## src/rtl/serial_tx10.sv

```systemverilog
// Serial transmitter: one 10-bit word per valid/ready handshake, framed as
// start bit, ten data bits LSB first, optional even parity, and a stop bit.
module serial_tx10 #(
  parameter int CLKS_PER_BIT = 4,
  parameter int PARITY_EN    = 0
) (
  input  logic       clk,
  input  logic       rst,
  input  logic [9:0] tx_data,
  input  logic       tx_valid,
  output logic       tx_ready,
  output logic       tx_out,
  output logic       busy,
  output logic       done
);

  typedef enum logic [2:0] {
    IDLE   = 3'd0,
    START  = 3'd1,
    DATA   = 3'd2,
    PARITY = 3'd3,
    STOP   = 3'd4
  } state_t;

  localparam logic [7:0] BAUD_LAST = 8'(CLKS_PER_BIT - 1);

  function automatic logic even_parity(input logic [9:0] word);
    return ^word;
  endfunction

  state_t     state_q, state_d;
  logic [7:0] baud_q, baud_d;
  logic [3:0] bit_q, bit_d;
  logic [9:0] shift_q, shift_d;
  logic       parity_q, parity_d;
  logic       tx_out_q, tx_out_d;
  logic       tx_ready_q, tx_ready_d;
  logic       busy_q, busy_d;
  logic       done_q, done_d;
  logic       bit_end_s;

  assign tx_ready = tx_ready_q;
  assign tx_out   = tx_out_q;
  assign busy     = busy_q;
  assign done     = done_q;

  // tx_out_d is the line level for the coming cycle, so the output stays a flop
  always_comb begin
    state_d    = state_q;
    baud_d     = baud_q;
    bit_d      = bit_q;
    shift_d    = shift_q;
    parity_d   = parity_q;
    tx_out_d   = tx_out_q;
    tx_ready_d = tx_ready_q;
    busy_d     = busy_q;
    done_d     = 1'b0;
    bit_end_s  = (baud_q == BAUD_LAST);

    case (state_q)
      IDLE: begin
        tx_out_d   = 1'b1;
        tx_ready_d = 1'b1;
        busy_d     = 1'b0;
        if (tx_valid && tx_ready_q) begin
          shift_d    = tx_data;
          parity_d   = even_parity(tx_data);
          baud_d     = 8'd0;
          bit_d      = 4'd0;
          state_d    = START;
          tx_out_d   = 1'b0;
          tx_ready_d = 1'b0;
          busy_d     = 1'b1;
        end else begin
          state_d = IDLE;
        end
      end
      START: begin
        if (bit_end_s) begin
          baud_d   = 8'd0;
          state_d  = DATA;
          tx_out_d = shift_q[0];
        end else begin
          baud_d = baud_q + 8'd1;
        end
      end
      DATA: begin
        if (bit_end_s) begin
          baud_d  = 8'd0;
          shift_d = {1'b0, shift_q[9:1]};
          if (bit_q == 4'd9) begin
            bit_d = 4'd0;
            if (PARITY_EN != 0) begin
              state_d  = PARITY;
              tx_out_d = parity_q;
            end else begin
              state_d  = STOP;
              tx_out_d = 1'b1;
            end
          end else begin
            bit_d    = bit_q + 4'd1;
            tx_out_d = shift_q[1];
          end
        end else begin
          baud_d = baud_q + 8'd1;
        end
      end
      PARITY: begin
        if (bit_end_s) begin
          baud_d   = 8'd0;
          state_d  = STOP;
          tx_out_d = 1'b1;
        end else begin
          baud_d = baud_q + 8'd1;
        end
      end
      STOP: begin
        tx_out_d = 1'b1;
        if (bit_end_s) begin
          baud_d     = 8'd0;
          state_d    = IDLE;
          tx_ready_d = 1'b1;
          busy_d     = 1'b0;
          done_d     = 1'b1;
        end else begin
          baud_d = baud_q + 8'd1;
        end
      end
      default: begin
        state_d    = IDLE;
        baud_d     = 8'd0;
        bit_d      = 4'd0;
        tx_out_d   = 1'b1;
        tx_ready_d = 1'b1;
        busy_d     = 1'b0;
      end
    endcase
  end

  // Reset aborts any frame without a done pulse
  always_ff @(posedge clk) begin
    if (rst) begin
      state_q    <= IDLE;
      baud_q     <= 8'd0;
      bit_q      <= 4'd0;
      shift_q    <= 10'd0;
      parity_q   <= 1'b0;
      tx_out_q   <= 1'b1;
      tx_ready_q <= 1'b1;
      busy_q     <= 1'b0;
      done_q     <= 1'b0;
    end else begin
      state_q    <= state_d;
      baud_q     <= baud_d;
      bit_q      <= bit_d;
      shift_q    <= shift_d;
      parity_q   <= parity_d;
      tx_out_q   <= tx_out_d;
      tx_ready_q <= tx_ready_d;
      busy_q     <= busy_d;
      done_q     <= done_d;
    end
  end

endmodule

```

## config.mk

```make
export PLATFORM = sky130hd
export DESIGN_NAME = serial_tx10
export DESIGN_NICKNAME = d
export VERILOG_FILES = /design/src/rtl/serial_tx10.sv
export SDC_FILE = /design/constraint.sdc
export NUM_CORES = 1
export LEC_CHECK = 0
export ABC_AREA = 1
export CAP_MARGIN = 20
export CORE_MARGIN = 2
export CORE_UTILIZATION = 55
export DETAILED_ROUTE_END_ITERATION = 10
export HOLD_SLACK_MARGIN = 0.15
export PLACE_DENSITY = 0.85
export SETUP_SLACK_MARGIN = 0.02
export SLEW_MARGIN = 20
export SYNTH_ARGS = -nofsm -noshare
export SYNTH_HDL_FRONTEND = slang
export SYNTH_SLANG_ARGS = --single-unit
```

## constraint.sdc

```tcl
create_clock -name clk -period 1.96 [get_ports clk]
set_clock_uncertainty 0.15 [all_clocks]
set_input_delay 0.392 -clock clk [delete_from_list [all_inputs] [get_ports clk]]
set_output_delay 0.392 -clock clk [all_outputs]
set_load 0.005 [all_outputs]
```

; Yosys cells after proc, flatten, opt, wreduce, memory -nomap -nowiden
; Index checks and enable logic that the tools add are counted.
[classes]
addsub = 2
eq_ne = 12
muxes = 28
n_bitwise = 3
n_reduce_logical = 12
[ops]
columns = operator, n
row1 = $mux W10, 2
row2 = $pmux W10 S2, 1
row3 = $mux W8, 2
row4 = $pmux W8 S2, 1
row5 = $mux W3, 5
row6 = $pmux W3 S5, 1
row7 = $mux W4, 3
row8 = $ne A2 B2 Y1 const B, 6
row9 = $pmux W4 S3, 1
row10 = $mux W1, 9
row11 = $reduce_and A3 Y1, 3
row12 = $add A8 B1 Y8 const B, 1
row13 = $eq A8 B2 Y1 const B, 1
row14 = $eq A3 B2 Y1 const B, 2
row15 = $pmux W1 S3, 2
row16 = $reduce_or A3 Y1, 2
row17 = $reduce_and A5 Y1, 1
row18 = $add A4 B1 Y4 const B, 1
row19 = $eq A4 B4 Y1 const B, 1
row20 = $pmux W1 S4, 1
row21 = $reduce_or A4 Y1, 1
row22 = $eq A3 B1 Y1 const B, 1
row23 = $eq A3 B3 Y1 const B, 1
row24 = $logic_not A3 Y1, 1
row25 = other kinds (5), 7
[word_totals]
ff_bits = 29
inputBits = 13
output_inout_bits = 4
wordCells = 65

; Depth between registers and ports, before layout
; Gate-level depths: netlist of the first run.
[logic_depth]
ltp_word = 4
mapped_depth = 9
ltp_nobuf = 9

; Worst setup path after synthesis of the first run
; OpenSTA, ideal clock, no wires.
[synth_path]
path_type = register to register
start = register baud_q[1]
end = register shift_q[9]
setup_ns = 0.114
arrival_time_ns = 1.251
t_required_ns = 1.696
setup_slack_ns = 0.446
path_stages_with_launch = 10
path_buffers = 1
synth_period_minus_slack_ns = 1.514
path_cell_list = dfxtp_1 > ha_1 > nand2_1 > nor2_1 > nand2_1 > nand2_4 > nand2_2 > buf_6 > a21oi_1 > nor2_1
[synth_between]
elab_chain_cells = 3
[synth_lines]
columns = item, line_no
row1 = from (decl), 32  ; logic [7:0] baud_q, baud_d;
row2 = from (signal assigned), 154  ; baud_q <= baud_d;
row3 = $eq A8 B2 Y1, 58  ; bit_end_s = (baud_q == BAUD_LAST);
row4 = $ne A2 B2 Y1 (no source line), -
row5 = $reduce_and A3 Y1 (no source line), -
row6 = to (signal assigned), 156  ; shift_q <= shift_d;
row7 = to (decl), 34  ; logic [9:0] shift_q, shift_d;
; No other way between the ends.
; A chain may end at the register's enable or synchronous reset.

; Final worst setup path of the first run
[layout_path]
start = register tx_ready_q (netlist: tx_ready)
end = output port tx_ready
[layout_lines]
columns = item, line_no
row1 = from (decl), 37  ; logic tx_ready_q, tx_ready_d;
row2 = from (signal assigned), 159  ; tx_ready_q <= tx_ready_d;
row3 = to (decl), 11  ; output logic tx_ready,
; No word-level cell between the ends.

==> results of run 1 <==
## logic make-up after synthesis
family,count (synthesis),synth area share
DFF,29,0.3674
AOI/OAI and AO/OA,29,0.09264
adders and majority gates,3,0.02376
and+or+nand+nor,140,0.4006
xor gates and xnor gates,3,0.01663
buffers and inverters,32,0.09897
## routing by layer
metal	GRT usage	vias up	routed length, um
li1	-	801	-
met1	0.2691	656	1517
met2	0.3442	33	1447
met3	0.06803	7	155
met4	0.07973	0	44
met5	0	-	0
## cells in the mapped netlist
cell type / instances / area [sq um]
nand2_1: 75 / 281.5
buf_4: 1 / 7.510
dfxtp_1: 29 / 580.6
inv_4: 1 / 6.260
nand3b_1: 2 / 15.01
nor2_1: 20 / 75.07
nand2_4: 1 / 11.26
nand2_2: 6 / 37.54
nand3_1: 25 / 125.1
a31oi_1: 1 / 6.260
nand3_2: 2 / 20.02
nor3_1: 3 / 15.01
nand4_1: 2 / 12.51
xor2_1: 3 / 26.28
o21ai_0: 6 / 30.03
nor2_2: 1 / 6.260
o21ai_1: 1 / 5.000
clkbuf_1: 2 / 7.510
buf_6: 4 / 45.04
a21oi_1: 21 / 105.1
ha_1: 3 / 37.54
inv_2: 1 / 3.750
inv_1: 23 / 86.33
nor2_4: 3 / 33.78
## area by class of cell
| cell class | instances | area [sq um] |
|---|---|---|
| fill | 231 | 882.1 |
| multi-input combinational | 175 | 845.8 |
| sequential | 29 | 580.6 |
| timing repair buffer | 24 | 220.2 |
| inverter | 25 | 96.34 |
| clock buffer | 7 | 65.06 |
| tap | 31 | 38.79 |
| clock inverter | 1 | 5.005 |
## stage by stage
step / hold WS [ns] / instances
floorplan: 0.2830 / 236
global placement: 0.3008 / 280
detailed placement: 0.3071 / 280
CTS: 0.3200 / 288
global route: 0.3286 / 292
finish: 0.3164 / 292
## sequential cells by signal, summed over array words and instances (netlist names)
name	flops
baud_q	8
tx_ready	1
tx_out	1
bit_q	4
state_q	3
done	1
busy	1
shift_q	10
## power breakdown
group | switching [mW] | internal, mW
Clock | 0.212 | 0.208
Sequential | 0.134 | 0.752
Combinational | 0.771 | 0.490
Total | 1.12 | 1.45
## final timing paths
check / startpoint / depth (start not counted) / slack (ns) / end
max: tx_ready / 1 / 0.19 / tx_ready
min: shift_q[5] / 2 / 0.32 / shift_q[5]
max reg2reg: baud_q[1] / 8 / 0.25 / shift_q[9]
min reg2reg: shift_q[5] / 2 / 0.32 / shift_q[5]
## repair_timing
action                                  in CTS  in global routing
endpoints found under the setup margin       0                 10
buffers inserted                             0                  4
gates resized for setup                      0                  1
==> results.sh, run 1 <==
export IMPL_drt_iter0_drc=50
export IMPL_hold_class="reg -> reg"
export IMPL_route_detailed_drc=0
export IMPL_cp_cell_sequence="clkdlybuf4s50_1"
export IMPL_clock_sinks=29
export IMPL_syn_area_sq_mm=0.001580
export IMPL_wire_per_inst_um=10.84
export IMPL_slew_headroom=0.7387
export IMPL_cp_top_family="buffers and inverters"
export IMPL_die_y_um=57.60
export IMPL_end_kind="output port"
export IMPL_holdBufCountCts=0
export IMPL_power_mw=2.567
export IMPL_hold_viol=0
export IMPL_syn_nets=252
export IMPL_vias=1497
export IMPL_critical_path_buf_inv_count=1
export IMPL_root_buffer="clkbuf_4"
export IMPL_final_nets=276
export IMPL_antenna_found_initial=0
export IMPL_wirelength_mm=3.165
export IMPL_place_congestion=0.8132
export IMPL_yosysSeqAreaShare=0.3674
export IMPL_syn_inst=236
export IMPL_status="finished, final reports clean"
export IMPL_ir_worst_vdd_uv=1112
export IMPL_die_width_um=57.60
export IMPL_maxCapViolations=0
export IMPL_post_route_util=0.6773
export IMPL_fin_ws_ns=0.1945
export IMPL_grt_ovfl_total=0
export IMPL_p_leak_nw=0.8365
export IMPL_layout_drive_gt1_share=0.1226
export IMPL_antennaDiodeCount=0
export IMPL_yosys_warnings=0
export IMPL_syn_avg_cell_area_sq_um=6.696
export IMPL_clkLatencyLatePin_ns=0.34
export IMPL_post_place_ws_ns=0.1119
export IMPL_via_per_inst=5.127
export IMPL_dr_pass1_iters=4
export IMPL_row_count=19
export IMPL_grt_pass1_vias=1292
export IMPL_grt_max_degree=17
export IMPL_cts_tree="yes"
export IMPL_setup_violations=0
export IMPL_power_density_mw_per_mm2=1386
export IMPL_placed_area_sq_mm=0.001749
export IMPL_cpPeakStageDelay_ns=0.52
export IMPL_core_area_sq_mm=0.002734
export IMPL_htreeDepth=2
export IMPL_crit_required_ns=1.42
export IMPL_synthToLayoutAreaGrowth_pct=17.18
export IMPL_dieArea_sq_mm=0.003318
export IMPL_path_max_fanout=4
export IMPL_antenna_left=0
export IMPL_start_kind="register"
export IMPL_worst_pin_slew_ns=0.3916
export IMPL_rsz0062_at_grt="no"
export IMPL_cts_buffer_depth=2
export IMPL_clk_pin_slew_ns=0.09
export IMPL_synthDistinctLibCells=24
export IMPL_start_util=0.5780
export IMPL_arrival_ns=1.22
export IMPL_totalNegativeSetupSlack_ns=0
export IMPL_fin_area_sq_mm=0.001852
export IMPL_fin_crit_ns=1.766
export IMPL_slew_viol_final=0
export IMPL_grtUsageTotal=0.2144
export IMPL_cp_slowest_cell="clkdlybuf4s50_1"
export IMPL_num_io_pins=17
export IMPL_ys_seq_elements=29
export IMPL_layout_common_cells="nand2_1, dfxtp_1, nand3_1"
export IMPL_layout_commonest_cell="nand2_1"
export IMPL_portBuffers=16
export IMPL_finalCritPeriodShare=0.9008
export IMPL_cts_buffers=5
export IMPL_dp_hpwl_mm=2.216
export IMPL_crit_type="reg -> out"
export IMPL_fmax_mhz=566.4
export IMPL_grt_first_pass_wirelength_mm=5.464
(Power assumes the default switching activity.)
==> inputs of run 2 (changes only) <==
- TNS_END_PERCENT: unset -> 20
==> results of run 2 <==
Same layout as run 1: the final DEF is identical, and so are final timing and power.
